`src/rtl/counter_updown_mod.sv`:
```
// Parametrised up/down counter with runtime modulus, step size, parallel load,
// wrap or saturate mode, registered carry/borrow pulses and a terminal-count flag.
module counter_updown_mod #(
  parameter int WIDTH    = 8,
  parameter int STEP_W   = 4,
  parameter int SATURATE = 0
) (
  input  logic              clk,
  input  logic              clr_n,
  input  logic              en,
  input  logic              updown,
  input  logic [STEP_W-1:0] step,
  input  logic [WIDTH-1:0]  limit,
  input  logic              load,
  input  logic [WIDTH-1:0]  din,
  output logic [WIDTH-1:0]  q,
  output logic              carry,
  output logic              borrow,
  output logic              tc,
  output logic              zero
);

  localparam int XW = WIDTH + 1;
  localparam logic [WIDTH-1:0] ONE_W = WIDTH'(1);

  logic [WIDTH-1:0] q_q, q_d;
  logic             carry_q, carry_d;
  logic             borrow_q, borrow_d;

  // Range decisions use one extra bit so q+step never overflows.
  logic [XW-1:0]    q_x, lim_x, step_x, sum_x;
  logic [WIDTH-1:0] step_w;
  logic             oversized;

  assign q_x       = {1'b0, q_q};
  assign lim_x     = {1'b0, limit};
  assign step_x    = XW'(step);
  assign step_w    = WIDTH'(step);
  assign sum_x     = q_x + step_x;
  assign oversized = (step_x > lim_x);

  // Results written back are known to lie in 0..limit, so WIDTH-bit
  // modular arithmetic yields the exact value.
  always_comb begin
    q_d      = q_q;
    carry_d  = 1'b0;
    borrow_d = 1'b0;
    if (load) begin
      q_d = din;
    end else if (en && (step != '0)) begin
      if (q_x > lim_x) begin
        if (updown) begin
          q_d     = '0;
          carry_d = 1'b1;
        end else begin
          q_d      = limit;
          borrow_d = 1'b1;
        end
      end else if (updown) begin
        if (sum_x <= lim_x) begin
          q_d = q_q + step_w;
        end else begin
          carry_d = 1'b1;
          if (SATURATE != 0)  q_d = limit;
          else if (oversized) q_d = '0;
          else                q_d = q_q + step_w - limit - ONE_W;
        end
      end else begin
        if (q_x >= step_x) begin
          q_d = q_q - step_w;
        end else begin
          borrow_d = 1'b1;
          if (SATURATE != 0)  q_d = '0;
          else if (oversized) q_d = limit;
          else                q_d = q_q + limit + ONE_W - step_w;
        end
      end
    end
  end

  always_ff @(posedge clk) begin
    if (!clr_n) begin
      q_q      <= '0;
      carry_q  <= 1'b0;
      borrow_q <= 1'b0;
    end else begin
      q_q      <= q_d;
      carry_q  <= carry_d;
      borrow_q <= borrow_d;
    end
  end

  assign q      = q_q;
  assign carry  = carry_q;
  assign borrow = borrow_q;
  assign tc     = (updown & (q_q == limit)) | (~updown & (q_q == '0));
  assign zero   = (q_q == '0);

endmodule

```
`config.mk`:
```
export PLATFORM = sky130hd
export DESIGN_NAME = counter_updown_mod
export DESIGN_NICKNAME = d
export VERILOG_FILES = /design/src/rtl/counter_updown_mod.sv
export SDC_FILE = /design/constraint.sdc
export NUM_CORES = 1
export LEC_CHECK = 0
export BUFFER_PORTS_ARGS = -buffer_cell sky130_fd_sc_hd__buf_2
export CORE_MARGIN = 3
export CORE_UTILIZATION = 50
export CTS_CLUSTER_DIAMETER = 200
export DETAILED_ROUTE_END_ITERATION = 7
export PLACE_DENSITY_LB_ADDON = 0.1
export REMOVE_ABC_BUFFERS = 1
export SETUP_SLACK_MARGIN = 0.3
export SLEW_MARGIN = 20
export SYNTH_ARGS = -nofsm -noshare
export SYNTH_HDL_FRONTEND = slang
export SYNTH_SLANG_ARGS = --single-unit
```
`constraint.sdc`:
```
create_clock -name clk -period 7.73 [get_ports clk]
set_clock_uncertainty 0.1 [all_clocks]
set_input_delay 0.773 -clock clk [delete_from_list [all_inputs] [get_ports clk]]
set_output_delay 0.773 -clock clk [all_outputs]
set_load 0.03 [all_outputs]
```
# Word level (Yosys, flattened, before mapping)
# Index checks and enable logic that the tools add are counted.
# classes
multipliers,0
div,0
magnitude_cmp,4
bitwise_logic,6
muxes,17
n_addsub,8
reduce_logical,5
shifts,0
n_eq_ne,1
# ops
operator,n
$mux W8,9
$sub A8 B4 Y8,2
$add A8 B4 Y9,1
$le A9 B8 Y1,1
$add A8 B1 Y8 const B,1
$add A8 B4 Y8,1
$add A8 B8 Y8,1
$eq A8 B8 Y1,1
$ge A8 B4 Y1,1
$gt A4 B8 Y1,1
$gt A8 B8 Y1,1
$logic_not A8 Y1,1
$mux W1,8
$sub A8 B1 Y8 const B,1
$sub A8 B8 Y8,1
$reduce_bool A4 Y1,1
$not A1 Y1,3
$reduce_or A3 Y1,1
$and A1 B1 Y1,2
$reduce_bool A2 Y1,1
$logic_and A1 B1 Y1,1
$or A1 B1 Y1,1
# word_totals
mem_count,0
romBits,0
mem_bits_rw,0
input_bits,25
ff_bits,10
latchBits,0

# Depth between registers and ports, before layout
# Gate-level depths: netlist (run 1).
# depth
ltp_word,9
mapped_depth,15
ltp_nobuf,15

# Worst setup path before layout (run 1)
# Ideal clock, no wire load.
# synth_path
path_type,in2reg
start,in step[2]
end,"reg q_q[5], in the netlist q[5]"
t_required_ps,7506
stages,15
path_slack_ps,3798
arrival_ps,3708
path_cell_list,inv_1 ha_1 buf_2 nand2b_1 a21oi_1 o211ai_1 xnor2_1 ha_1 and4_1 a21boi_0 o41ai_4 nand2_2 mux2_2 a211oi_1 o31ai_1
# synth_between
elab_chain_len,9
elab_cells_between_ends,20
# synth_lines
element,line,source
start: declaration,12,"input logic [STEP_W-1:0] step,"
$add A8 B4 Y8,"61, 66",
$sub A8 B8 Y8,66,else q_d = q_q + step_w - limit - ONE_W;
$sub A8 B1 Y8,66,
$mux W8,65,else if (oversized) q_d = '0;
$mux W8,60,if (sum_x <= lim_x) begin
$mux W8,59,end else if (updown) begin
$mux W8,51,if (q_x > lim_x) begin
$mux W8,50,end else if (en && (step != '0)) begin
$mux W8,48,if (load) begin
end signal: assignment,87,q_q <= q_d;
end: declaration,26,"logic [WIDTH-1:0] q_q, q_d;"
# Several ways; a longest one is shown, not always the timed one. The select of a mux whose other input is x is not followed.
# A chain may end at the register's enable or synchronous reset.

# Worst setup path in the final report (run 1)
# Same ends and word-level chain as after synthesis.

==> results.yml, run 1 <==
placement:
  place_area_um2: 2810
  dp_hpwl_um: 6460
  io_buffers: 36
  gp_congestion: 0.958
  dp.cells: 428
power_and_ir_drop:
  ir_drop_mv: 0.116
  power_mw: 0.484
  pwr_density_cell_nw_per_um2: 169
  p_leak_nw: 1.36
cts:
  numCtsBuffers: 3
  tritoncts: "built"
  cts_resized: 0
  clk_pin_slew_worst_paths_ns: 0.05
  worstSkewPairLatency_ns: 0.24
  cts-htree-levels: 1
  root_buffer: "clkbuf_8"
  postCtsSetupRepairBufs: 0
  cts.path.max_buffers: 2
  cts_num_sinks: 10
  hold_buffers: 0
synth:
  synth_edf_count: 0
  syn_area_um2: 2580
  async_reset_ff_frac: 0
  syn_area_per_cell_um2: 7.74
  synth_mux_area_frac: 0.0286
  synth_top_family_by_area: "compound AO/OA/AOI/OAI gates"
  synth-seq-area-share: 0.0776
  synth_top_area_cell: "ha_1"
  synth_top_area_frac: 0.209
  synth_fa_ha_area_frac: 0.263
  synth_xor_area_frac: 0.0611
  syn-instance-count: 333
  synth-seq-cells: 10
  post_synth_num_cell_types: 66
  ys.flop_type: "dfxtp_1"
  synth_simple_gate_area_share: 0.196
  synthTopCellsByArea: "ha_1 (21%), dfxtp_1 (7.8%), inv_1 (5.8%)"
  synth_compound_area_frac: 0.299
  yosysWarnings: 0
timing:
  tns_ns: 0
  setup_viol: 0
  tightest_slew_ns: 0.738
  maxSlewViolCount: 0
  slew_headroom: 0.503
  achievable-frequency_mhz: 235
  rsz0062_at_grt: "no"
  period_share: 0.552
  hold_viol_final: 0
  period_minus_slack_ns: 4.26
die:
  dieArea_um2: 6060
  pin_count: 37
  die_h_um: 77.8
  die_w_um: 77.8
  rows: 25
  initial_core_util: 0.532
  core_um2: 4850
min_path:
  hold_path.class: "reg2reg"
global_routing:
  grt_max_degree: 15
  antenna_found_initial: 0
  grt_pass1_wl_um: 13300
  track_usage: 0.274
  grt_pass1_vias: 2545
  grt_overflow: 0
drt:
  vias: 2755
  first_pass_iters: 5
  viasPerCell: 6.38
  wl_per_cell_um: 18.9
  routed_wl_um: 8170
  route.detailed.drc: 0
  antenna_left: 0
  drt_iter0_markers: 243
setup_path:
  path_cells: "buf_2 -> inv_1 -> ha_1 -> nand2b_1 -> a21oi_1 -> o211ai_1 -> xnor2_1 -> ha_1 -> and4_1 -> a21boi_0 -> o41ai_4 -> nand2_2 -> mux2_2 -> a211oi_1 -> o31ai_1"
  crit_fanout: 9
  critPathRequiredTime_ns: 7.74
  arrival_ns: 4.28
  max_stage_delay_ns: 0.41
  end_kind: "register"
  start_kind: "input pin"
  cp_slowest_cell: "ha_1"
  crit_type: "in2reg"
  path_common_cell: "ha_1"
layout:
  final_area_um2: 2860
  instances_no_fill: 432
  num_antenna_cells: 0
  drive_above_1_share: 0.156
  area_growth_pct: 11.1
  final_nets: 441
run_status:
  status: "complete, no violations"
job:
  cap_violations: 0
[final cells by class]
class / instances / area [µm²]
Inverter: 40 / 150
Sequential cell: 10 / 200
Timing Repair Buffer: 37 / 188
Fill cell: 487 / 1980
Tap cell: 67 / 83.8
Clock buffer: 4 / 55.1
Multi-Input combinational cell: 274 / 2190
[layout by cell type, fill, tap and decap left out, drive strengths merged, types with 6 or more instances in the layout]
master | netlist | layout
nand2b | 9 | 9
nand2 | 16 | 16
xnor2 | 14 | 14
nor2 | 28 | 28
dfxtp | 10 | 10
o21ai | 18 | 18
nor2b | 7 | 7
nor3 | 6 | 6
inv | 40 | 40
ha | 43 | 43
buf | 6 | 37
a31oi | 7 | 7
a21oi | 13 | 13
a211oi | 7 | 7
fa | 7 | 7
nor4 | 6 | 6
[state kept, by name, summed over array words and instances (netlist names)]
name and count:
q 8, borrow 1, carry 1
[cells by family (layout without fill, tap and decap cells)]
family / Yosys count / count (layout)
flops: 10 / 10
simple gates: 96 / 96
fa+ha+maj: 50 / 50
mux: 7 / 7
buf+inv: 49 / 81
xor+xnor: 18 / 18
compound gates: 103 / 103
[critical path, delay by kind of cell]
family	cells	cell delay (ns)
XOR/XNOR	1	0.23
adder cells (fa/ha/maj)	2	0.74
AND/OR/NAND/NOR	3	0.66
multiplexers	1	0.33
buffers and inverters	2	0.23
AO/OA/AOI/OAI	6	1.31
[per-stage QoR]
stage          utilization  setup slack [ns]  hold WS, ns
4_1_cts              0.591              3.50        0.545
6_report             0.591              3.47        0.571
3_3_place_gp         0.579              3.42        0.508
5_1_grt              0.591              3.16        0.623
2_1_floorplan            -              3.80        0.614
3_5_place_dp         0.579              3.29        0.518
[routing by layer]
| layer | wire length [µm] | vias to the layer above | global-route usage |
|---|---|---|---|
| li1 | - | 1294 | - |
| met1 | 3530 | 1253 | 0.403 |
| met2 | 3580 | 192 | 0.414 |
| met3 | 895 | 16 | 0.0267 |
| met4 | 168 | 0 | 0.0872 |
| met5 | 0 | - | 0 |
[final timing paths]
path / startpoint / to / slack (ns) / depth (start not counted)
max reg2reg: q[2]$_SDFFE_PN0P_ / q[5]$_SDFFE_PN0P_ / 3.75 / 13
max: step[2] / q[5]$_SDFFE_PN0P_ / 3.47 / 15
min reg2reg: q[0]$_SDFFE_PN0P_ / q[0]$_SDFFE_PN0P_ / 0.57 / 2
min: q[0]$_SDFFE_PN0P_ / q[0]$_SDFFE_PN0P_ / 0.57 / 2
[synth_stat cells (all sizes together), types with 3 or more instances]
cell type	number
a211o	3
a211oi	7
a21o	4
a21oi	13
a31oi	7
a41oi	4
and3	5
buf	6
clkbuf	3
dfxtp	10
fa	7
ha	43
inv	40
mux2	3
mux2i	4
nand2	16
nand2b	9
nand3	3
nand4	3
nor2	28
nor2b	7
nor3	6
nor4	6
o211ai	5
o21a	3
o21ai	18
o22ai	3
o31ai	5
o41ai	4
or2	4
xnor2	14
xor2	4
[where the power goes]
group	total [mW]	leakage [nW]	switching (mW)	internal, mW
clock	0.0669	0.0288	0.0220	0.0449
combinational	0.347	1.24	0.204	0.143
sequential	0.0703	0.0826	0.0139	0.0564
Note: power is estimated with default switching activity, not from simulation.
==> run 2, diff against run 1 <==
==> constraint.sdc (replaced) <==
create_clock -name clk -period 4.4 [get_ports clk]
set_clock_uncertainty 0.1 [all_clocks]
set_input_delay 0.44 -clock clk [delete_from_list [all_inputs] [get_ports clk]]
set_output_delay 0.44 -clock clk [all_outputs]
set_load 0.03 [all_outputs]
==> run 2 against run 1 <==
Sequential share of layout area shrank 0.084 points; critical path depth shrank 2; core utilization increased by 0.72 points; via count shrank 1.1%; combinational power rose by 79%; die area did not move; non-clock buffer count grew 4; register-to-register slack got worse by 3.1 ns; global-route usage decreased by 0.86 points; critical endpoint unchanged; largest cell class unchanged; highest routed layer unchanged.
==> results.yml, run 2 (same netlist as run 1, synthesis figures left out) <==
run_status:
  status: "complete, no violations"
global_routing:
  grt_pass1_wl_um: 12900
  grt_overflow: 0
  grt_pass1_vias: 2578
  antenna_found_initial: 0
  track_usage: 0.265
  grt_max_degree: 15
setup_path:
  critPathRequiredTime_ns: 4.42
  cp_slowest_cell: "dfxtp_1"
  max_stage_delay_ns: 0.56
  end_kind: "register"
  rrSetupSlack_ns: 0.61
  arrival_ns: 3.81
  reg2reg_from: "q[1]$_SDFFE_PN0P_"
  path_common_cell: "ha_1"
  cp.buffers_inverters: 0
  crit_type: "reg2reg"
  crit_fanout: 9
  reg2regPathDepth: 13
  path_cells: "ha_1 -> nor2b_1 -> o21bai_1 -> a221oi_1 -> xnor2_1 -> ha_1 -> and4_1 -> a21boi_0 -> o41ai_4 -> nand2_4 -> mux2_2 -> a211oi_1 -> o31ai_1"
  start_kind: "register"
  critPathTopFamily: "compound AO/OA/AOI/OAI gates"
  r2r-end: "q[5]$_SDFFE_PN0P_"
timing:
  period_share: 0.862
  hold_viol_final: 0
  tightest_slew_ns: 0.790
  setup_ws_ns: 0.609
  maxSlewViolCount: 0
  rsz0062_at_grt: "no"
  tns_ns: 0
  period_minus_slack_ns: 3.79
  slew_headroom: 0.467
  achievable-frequency_mhz: 264
  setup_viol: 0
die:
  rows: 25
  initial_core_util: 0.532
  pin_count: 37
  die_w_um: 77.8
  core_um2: 4850
  die_h_um: 77.8
  dieArea_um2: 6060
min_path:
  holdPathStages: 3
  hold_path.class: "in2reg"
  holdCritStartpoint: "din[5]"
  holdPathEnd: "q[5]$_SDFFE_PN0P_"
placement:
  io_buffers: 36
  place_worst_setup_slack_ns: 0.360
  gp_congestion: 0.931
  dp_hpwl_um: 6460
cts:
  clk_pin_slew_worst_paths_ns: 0.05
  hold_buffers: 0
  numCtsBuffers: 3
  worstSkewPairLatency_ns: 0.23
  cts.path.max_buffers: 2
  cts_num_sinks: 10
  tritoncts: "built"
  cts-htree-levels: 1
  root_buffer: "clkbuf_8"
layout:
  num_antenna_cells: 0
  largest_reg_flops: 8
  finish.utilization: 0.598
  final_cell_mix: "ha_1 (43), inv_1 (40), buf_2 (36), nor2_1 (27), o21ai_0 (17)"
  final_nets: 445
  area_growth_pct: 12.4
  final_common_cell: "ha_1"
  drive_above_1_share: 0.165
drt:
  vias: 2724
  antenna_left: 0
  wl_per_cell_um: 18.2
  drt_iter0_markers: 287
  routed_wl_um: 7950
  viasPerCell: 6.25
  route.detailed.drc: 0
  first_pass_iters: 5
power_and_ir_drop:
  ir_drop_mv: 0.305
  p_leak_nw: 1.38
  pwr_density_cell_nw_per_um2: 294
job:
  cap_violations: 0
[run 2: worst max path at each step]
| stage | start | to | slack [ns] | cells after the start |
|---|---|---|---|---|
| after floorplan | q[2]$_SDFFE_PN0P_ | q[5]$_SDFFE_PN0P_ | 0.72 | 13 |
| after global placement | step[2] | q[5]$_SDFFE_PN0P_ | 0.42 | 15 |
| after detailed placement | step[2] | q[5]$_SDFFE_PN0P_ | 0.36 | 15 |
| after CTS | step[2] | q[5]$_SDFFE_PN0P_ | 0.60 | 15 |
| after global routing | step[2] | q[3]$_SDFFE_PN0P_ | 0.30 | 15 |
| final | q[1]$_SDFFE_PN0P_ | q[5]$_SDFFE_PN0P_ | 0.61 | 13 |
[run 2: per-stage QoR]
stage / area (µm²) / hold slack [ns] / power [mW] / instances
after floorplan: 2540 / 0.413 / 0.560 / 324
after global placement: 2830 / 0.512 / 0.721 / 431
after detailed placement: 2830 / 0.512 / 0.720 / 431
after CTS: 2890 / 0.346 / 0.838 / 435
after global routing: 2900 / 0.373 / 0.924 / 436
final: 2900 / 0.351 / 0.852 / 436
[run 2: layer usage]
metal  track usage  part of all wire  vias up
li1              -                 -     1311
met1         0.381              0.45     1219
met2         0.415              0.42      175
met3        0.0418              0.11       19
met4        0.0552             0.023        0
met5             0                 0        -
[run 2: area by class of cell]
| class | count | area (µm²) |
|---|---|---|
| Multi-Input combinational cell | 274 | 2190 |
| Fill cell | 455 | 1950 |
| Timing Repair Buffer | 41 | 218 |
| Sequential cell | 10 | 200 |
| Inverter | 40 | 150 |
| Tap cell | 67 | 83.8 |
| Clock buffer | 4 | 55.1 |
[run 2: where the power goes]
group	switching (mW)	internal (mW)	total, mW
Sequential	0.0174	0.0992	0.117
Combinational	0.364	0.258	0.622
Clock	0.0348	0.0786	0.113
Total	0.416	0.435	0.852
[run 2: repair_timing]
item / in CTS / in global routing
setup buffers: 0 / 1
setup endpoints to repair: 0 / 4
gates resized for setup: 0 / 1
[run 2: tightest hold or removal path, delay by kind of cell]
kind | cells | cell delay [ns]
buffers and inverters | 1 | 0.08
AO/OA/AOI/OAI | 1 | 0.06
AND/OR/NAND/NOR | 1 | 0.07
